`src/rtl/clk_gen_pkg.sv`:
```
// -----------------------------------------------------------------------------
// clk_gen_pkg
// Shared definitions for the programmable clock-enable generator.
//   mode_t        2-bit channel mode encoding (HALT / RUN / STEP / reserved)
//   WR_SEL_*      meaning of the write-select bit on the config port
//   ch_width()    width of a channel index, never less than one bit
// -----------------------------------------------------------------------------
package clk_gen_pkg;

  typedef logic [1:0] mode_t;

  localparam mode_t MODE_HALT = 2'b00;
  localparam mode_t MODE_RUN  = 2'b01;
  localparam mode_t MODE_STEP = 2'b10;
  localparam mode_t MODE_RSVD = 2'b11;

  localparam logic WR_SEL_DIV  = 1'b0;
  localparam logic WR_SEL_MODE = 1'b1;

  // A single-channel build still needs a one-bit address port.
  function automatic int ch_width(input int n);
    return (n > 1) ? $clog2(n) : 1;
  endfunction

endpackage

```
`src/rtl/clk_div_channel.sv`:
```
// -----------------------------------------------------------------------------
// clk_div_channel
// One channel of the clock-enable generator: divide counter, shadow divisor,
// mode register, step edge detector, and the registered tick/square outputs.
// Ports:
//   clk, rst_n   system clock, synchronous active-low reset
//   wr_en        config write addressed to this channel (one cycle)
//   wr_sel       0 = divisor write, 1 = mode write
//   wr_data      divisor value, or mode in [1:0]
//   step         step request (already synchronised)
//   tick         one-cycle enable strobe
//   square       toggles on every tick
//   running      high while the channel is in RUN
// -----------------------------------------------------------------------------
module clk_div_channel
  import clk_gen_pkg::*;
#(
  parameter int                   DIV_WIDTH   = 32,
  parameter logic [DIV_WIDTH-1:0] DEFAULT_DIV = DIV_WIDTH'(8_000_000),
  parameter mode_t                RESET_MODE  = MODE_RUN
) (
  input  logic                 clk,
  input  logic                 rst_n,
  input  logic                 wr_en,
  input  logic                 wr_sel,
  input  logic [DIV_WIDTH-1:0] wr_data,
  input  logic                 step,
  output logic                 tick,
  output logic                 square,
  output logic                 running
);

  logic [DIV_WIDTH-1:0] cnt, cnt_next;
  logic [DIV_WIDTH-1:0] div_active, div_active_next;
  logic [DIV_WIDTH-1:0] div_shadow, div_shadow_next;
  logic [DIV_WIDTH-1:0] last_count;
  mode_t                mode, mode_next, new_mode;
  logic                 step_q;
  logic                 tick_next;
  logic                 wrap, step_rise, div_wr, mode_change;

  // Next-state logic. The mode decides what the counter does this cycle; a
  // divisor write then overrides the divisor path, and a mode change is
  // applied last so it can clear the counter and, when entering a halted
  // mode, cancel a tick that would otherwise be emitted on this edge.
  // A divisor of 0 is treated as 1 by wrapping whenever the counter is 0.
  always_comb begin
    last_count      = (div_active == '0) ? '0 : div_active - DIV_WIDTH'(1);
    wrap            = (mode == MODE_RUN) && (cnt == last_count);
    step_rise       = step && !step_q;
    new_mode        = mode_t'(wr_data[1:0]);
    div_wr          = wr_en && (wr_sel == WR_SEL_DIV);
    mode_change     = wr_en && (wr_sel == WR_SEL_MODE) && (new_mode != mode);

    cnt_next        = cnt;
    div_active_next = div_active;
    div_shadow_next = div_shadow;
    mode_next       = mode;
    tick_next       = 1'b0;

    case (mode)
      MODE_RUN: begin
        if (wrap) begin
          cnt_next        = '0;
          tick_next       = 1'b1;
          div_active_next = div_wr ? wr_data : div_shadow;
        end else begin
          cnt_next = cnt + DIV_WIDTH'(1);
        end
      end
      MODE_STEP: begin
        cnt_next  = '0;
        tick_next = step_rise;
      end
      default: begin
        cnt_next = '0;
      end
    endcase

    // While running, a new divisor waits in the shadow until the next wrap so
    // the period in progress completes unchanged. Otherwise it applies at once.
    if (div_wr) begin
      div_shadow_next = wr_data;
      if (mode != MODE_RUN) begin
        div_active_next = wr_data;
        cnt_next        = '0;
      end
    end

    if (mode_change) begin
      mode_next = new_mode;
      cnt_next  = '0;
      if ((new_mode == MODE_HALT) || (new_mode == MODE_RSVD)) begin
        tick_next = 1'b0;
      end
    end
  end

  // State register. The step history keeps tracking the input in every mode
  // so entering STEP with the button already held does not fire a tick.
  always_ff @(posedge clk) begin
    if (!rst_n) begin
      cnt        <= '0;
      div_active <= DEFAULT_DIV;
      div_shadow <= DEFAULT_DIV;
      mode       <= RESET_MODE;
      step_q     <= 1'b0;
      tick       <= 1'b0;
      square     <= 1'b0;
    end else begin
      cnt        <= cnt_next;
      div_active <= div_active_next;
      div_shadow <= div_shadow_next;
      mode       <= mode_next;
      step_q     <= step;
      tick       <= tick_next;
      square     <= square ^ tick_next;
    end
  end

  assign running = (mode == MODE_RUN);

endmodule

```
`src/rtl/clk_enable_gen.sv`:
```
// -----------------------------------------------------------------------------
// clk_enable_gen
// Multi-channel programmable clock-enable generator in the single i_clk domain.
// Ports:
//   i_clk, i_rst_n   system clock, synchronous active-low reset
//   i_wr_en          config write strobe (one cycle)
//   i_wr_ch          channel addressed by the write; out-of-range is ignored
//   i_wr_sel         0 = divisor write, 1 = mode write
//   i_wr_data        divisor value, or mode in [1:0]
//   i_step           per-channel step request (pre-synchronised)
//   o_tick           per-channel one-cycle enable strobe
//   o_square         per-channel 50% square wave, toggling on each tick
//   o_running        per-channel RUN indicator
// -----------------------------------------------------------------------------
module clk_enable_gen
  import clk_gen_pkg::*;
#(
  parameter int                   NUM_CH      = 2,
  parameter int                   DIV_WIDTH   = 32,
  parameter logic [DIV_WIDTH-1:0] DEFAULT_DIV = DIV_WIDTH'(8_000_000),
  parameter mode_t                RESET_MODE  = MODE_RUN
) (
  input  logic                          i_clk,
  input  logic                          i_rst_n,
  input  logic                          i_wr_en,
  input  logic [ch_width(NUM_CH)-1:0]   i_wr_ch,
  input  logic                          i_wr_sel,
  input  logic [DIV_WIDTH-1:0]          i_wr_data,
  input  logic [NUM_CH-1:0]             i_step,
  output logic [NUM_CH-1:0]             o_tick,
  output logic [NUM_CH-1:0]             o_square,
  output logic [NUM_CH-1:0]             o_running
);

  localparam int CH_W = ch_width(NUM_CH);

  logic [NUM_CH-1:0] ch_wr_en;

  // An address that matches no generated channel enables nothing, so writes
  // beyond NUM_CH fall away without touching any state.
  for (genvar g = 0; g < NUM_CH; g++) begin : g_ch
    assign ch_wr_en[g] = i_wr_en && (i_wr_ch == CH_W'(g));

    clk_div_channel #(
      .DIV_WIDTH   (DIV_WIDTH),
      .DEFAULT_DIV (DEFAULT_DIV),
      .RESET_MODE  (RESET_MODE)
    ) u_ch (
      .clk     (i_clk),
      .rst_n   (i_rst_n),
      .wr_en   (ch_wr_en[g]),
      .wr_sel  (i_wr_sel),
      .wr_data (i_wr_data),
      .step    (i_step[g]),
      .tick    (o_tick[g]),
      .square  (o_square[g]),
      .running (o_running[g])
    );
  end

endmodule

```
`config.mk`:
```
export PLATFORM = sky130hd
export DESIGN_NAME = clk_enable_gen
export DESIGN_NICKNAME = d
export VERILOG_FILES = /design/src/rtl/clk_gen_pkg.sv /design/src/rtl/clk_div_channel.sv /design/src/rtl/clk_enable_gen.sv
export SDC_FILE = /design/constraint.sdc
export NUM_CORES = 1
export LEC_CHECK = 0
export CORE_MARGIN = 2
export CORE_UTILIZATION = 56
export CTS_CLUSTER_DIAMETER = 100
export CTS_CLUSTER_SIZE = 28
export DETAILED_ROUTE_END_ITERATION = 16
export PLACE_DENSITY = 0.77
export SYNTH_ARGS = -nofsm -noshare
export SYNTH_HDL_FRONTEND = slang
export SYNTH_SLANG_ARGS = --single-unit
```
`constraint.sdc`:
```
create_clock -name i_clk -period 3.93 [get_ports i_clk]
set_input_delay 0.5895 -clock i_clk [delete_from_list [all_inputs] [get_ports i_clk]]
set_output_delay 0.5895 -clock i_clk [all_outputs]
set_load 0.02 [all_outputs]
```
==> impl_metrics.json <==
{
  "status": "finished with violations",
  "violations": "setup timing",
  "synth_compound_area_frac": 0.180,
  "synth_fa_ha_area_frac": 0.00823,
  "finalCriticalPeriod_ps": 3970,
  "synth_area_um2": 12200,
  "io_pins": 45,
  "synth_seq_cells": 202,
  "num_rows": 53,
  "clockBufferDepth": 3,
  "rsz0062_at_grt": "yes",
  "worstPathArrival_ps": 4330,
  "endpoint_kind": "flip-flop",
  "insertion_delay_ps": 470,
  "dieArea_um2": 22900,
  "cts_tree": "built",
  "detail-route-antenna-nets": 0,
  "hpwl_mm": 28.0,
  "viasPerCell": 6.30,
  "worstMarginPinSlew_ps": 722,
  "finalSetupTns_ps": -368,
  "die_w_um": 151,
  "fin_skew_ps": 12.6,
  "nFillCells": 1786,
  "place_inst": 1891,
  "holdWs_ps": 460,
  "cp-start-kind": "flip-flop",
  "finalWeightedCongestion": 0.976,
  "dr.pass1.iters": 5,
  "place_ws_ps": -260,
  "synth.avg_cell_area_um2": 7.79,
  "drtIter0Drc": 1119,
  "synthCells": 1560,
  "dr_total_vias": 12153,
  "crit_top_cell": "nand4_1",
  "cts_buffers": 11,
  "yosys-mux-area-fraction": 0.0595,
  "drc": 0,
  "max_stage_delay_ps": 630,
  "drive_gt1_frac": 0.164,
  "utilization": 0.693,
  "crit_fanout": 8,
  "clk_pin_slew_ps": 110,
  "synth_top_family_by_area": "simple AND/OR/NAND/NOR gates",
  "port_buffers": 44,
  "hp-class": "flip-flop to flip-flop",
  "peakVddDrop_mv": 0.361,
  "start_util": 0.575,
  "powerDensity_nw_per_um2": 267,
  "core_um2": 21200,
  "p_leak_nw": 5.44,
  "clkSinkCount": 202,
  "cp.buffers_inverters": 3,
  "yosys_warnings": 0,
  "postSynth.asyncResetShare": 0,
  "antenna_found_initial": 1,
  "hold_viol": 0,
  "grt_pass1_wl_mm": 58.7,
  "drt-wirelength-per-cell_um": 20.4,
  "cap_violations": 0,
  "period_share": 1.01,
  "crit_type": "flip-flop to flip-flop",
  "syn_to_final_growth_pct": 20.6,
  "crit_path_top_delay_cell": "or4b_4",
  "cp_top_family": "simple AND/OR/NAND/NOR gates",
  "clock-root-buffer": "clkbuf_16",
  "synth_xor_area_frac": 0.0845,
  "ys_seq_area_frac": 0.333,
  "path_cells": "or4_4, nor4_4, buf_4, nand3_4, mux2_4, a2111oi_4, nand4_1, a2111o_1, or4b_4, nand4_1, buf_12, clkbuf_16, nor2_4",
  "finalWorstSetupSlack_ps": -38.4,
  "synth_cell_types": 84,
  "first_global_vias": 10892,
  "synth_simple_gate_area_frac": 0.284,
  "max_freq_ghz": 0.252,
  "maxSlewHeadroom": 0.519,
  "synth_fp_nets": 1607,
  "final_cell_count_no_fill": 1930,
  "overflow": 0,
  "htreeDepth": 1,
  "drt_wl_total_mm": 39.4,
  "grt_max_degree": 71,
  "worstPathRequired_ps": 4290,
  "grt_usage": 0.326,
  "slew_viol_final": 0,
  "synth_top_flop_cell": "dfxtp_1",
  "die_height_um": 151,
  "nNetsFinal": 1699,
  "synth_edf_count": 0,
  "setup_viol": 20
}
-- routing by layer --
layer	track usage	vias to the layer above	share of wire
li1	-	5746	-
met1	0.492	5857	0.47
met2	0.487	492	0.42
met3	0.0485	58	0.088
met4	0.0790	0	0.022
met5	0	-	0
-- area by class of cell --
type,instances,area [um^2],area share
Multi-Input combinational cell,1211,8010,0.546
Sequential cell,202,4050,0.276
Timing Repair Buffer,195,1820,0.124
Tap cell,275,344,0.0235
Clock buffer,12,289,0.0197
Inverter,31,116,0.00794
Clock inverter,3,30.0,0.00205
Antenna cell,1,2.50,0.000171
-- tightest hold or removal path, cell delays in order (launching register included) --
cell	delay (ps)
dfxtp_1	320
nand2_1	50
a21oi_1	50
-- logic make-up after synthesis --
group / Yosys count
buf+inv: 148
mux: 72
fa+ha+maj: 8
compound gates: 315
xor+xnor: 114
simple gates: 701
flops: 202
-- flip-flops by register name (all words and copies together) (netlist names) --
name	count
g_ch.u_ch.cnt	64
g_ch.u_ch.div_active	64
g_ch.u_ch.div_shadow	64
g_ch.u_ch.mode	4
g_ch.u_ch.square	2
g_ch.u_ch.step_q	2
g_ch.u_ch.tick	2
-- cells in the mapped netlist (26+ instances only) --
| cell type | number | area share |
|---|---|---|
| inv_1 | 31 | 0.0096 |
| nor3_1 | 31 | 0.013 |
| xor2_1 | 52 | 0.037 |
| dfxtp_1 | 202 | 0.33 |
| mux2i_1 | 70 | 0.058 |
| nor2_1 | 186 | 0.057 |
| o21a_1 | 28 | 0.017 |
| or3_1 | 26 | 0.013 |
| nor4_1 | 28 | 0.014 |
| and3_1 | 27 | 0.014 |
| o21ai_0 | 78 | 0.032 |
| a21oi_1 | 62 | 0.026 |
| xnor2_1 | 60 | 0.043 |
| clkbuf_1 | 85 | 0.026 |
| nand3_1 | 70 | 0.029 |
| nand4_1 | 33 | 0.017 |
| nand2_1 | 204 | 0.063 |
-- placed cells by master (no fill, tap or decap), drive strengths merged, types with 6 or more instances in the layout --
cell type      count
a2111oi            6
a211oi            10
a21o              10
a21oi             62
and2              12
and3              28
and4               7
buf              146
clkbuf            18
clkdlybuf4s50     43
dfxtp            202
ha                 8
inv               30
mux2i             70
nand2            204
nand3             70
nand4             33
nand4b             9
nor2             186
nor3              32
nor4              30
o211a             25
o211ai            24
o21a              28
o21ai             78
o31ai              9
or2               11
or3               26
or4               22
xnor2             60
xor2              52
-- where the power goes --
group / switching (mW) / internal [mW]
Clock: 0.701 / 0.544
Sequential: 0.0385 / 2.09
Combinational: 0.318 / 0.226
-- stage by stage --
stage          instance area, um^2  power [mW]
2_1_floorplan                12200        2.44
3_3_place_gp                 13500        2.63
3_5_place_dp                 13500        2.64
4_1_cts                      14000        3.88
5_1_grt                      14700        4.05
6_report                     14700        3.92
-- what timing repair did --
action                     in CTS  in global routing
setup endpoints to repair     125                132
gates cloned                    3                  7
hold buffers                    0                  0
buffers inserted                2                 12
resized for setup              31                100
pin swaps                      12                 50
-- worst paths after layout --
| path | from | slack (ps) | cells past startpoint | endpoint |
|---|---|---|---|---|
| worst max-delay path | g_ch[0].u_ch.div_active[20]$_SDFF_PN1_ | -40 | 13 | g_ch[0].u_ch.cnt[20]$_SDFF_PP0_ |
| worst min-delay path | g_ch[0].u_ch.div_shadow[31]$_SDFF_PN0_ | 460 | 2 | g_ch[0].u_ch.div_shadow[31]$_SDFF_PN0_ |
| worst max register to register | g_ch[0].u_ch.div_active[20]$_SDFF_PN1_ | -40 | 13 | g_ch[0].u_ch.cnt[20]$_SDFF_PP0_ |
| worst min register to register | g_ch[0].u_ch.div_shadow[31]$_SDFF_PN0_ | 460 | 2 | g_ch[0].u_ch.div_shadow[31]$_SDFF_PN0_ |
Note: power is estimated with default switching activity, not from simulation.
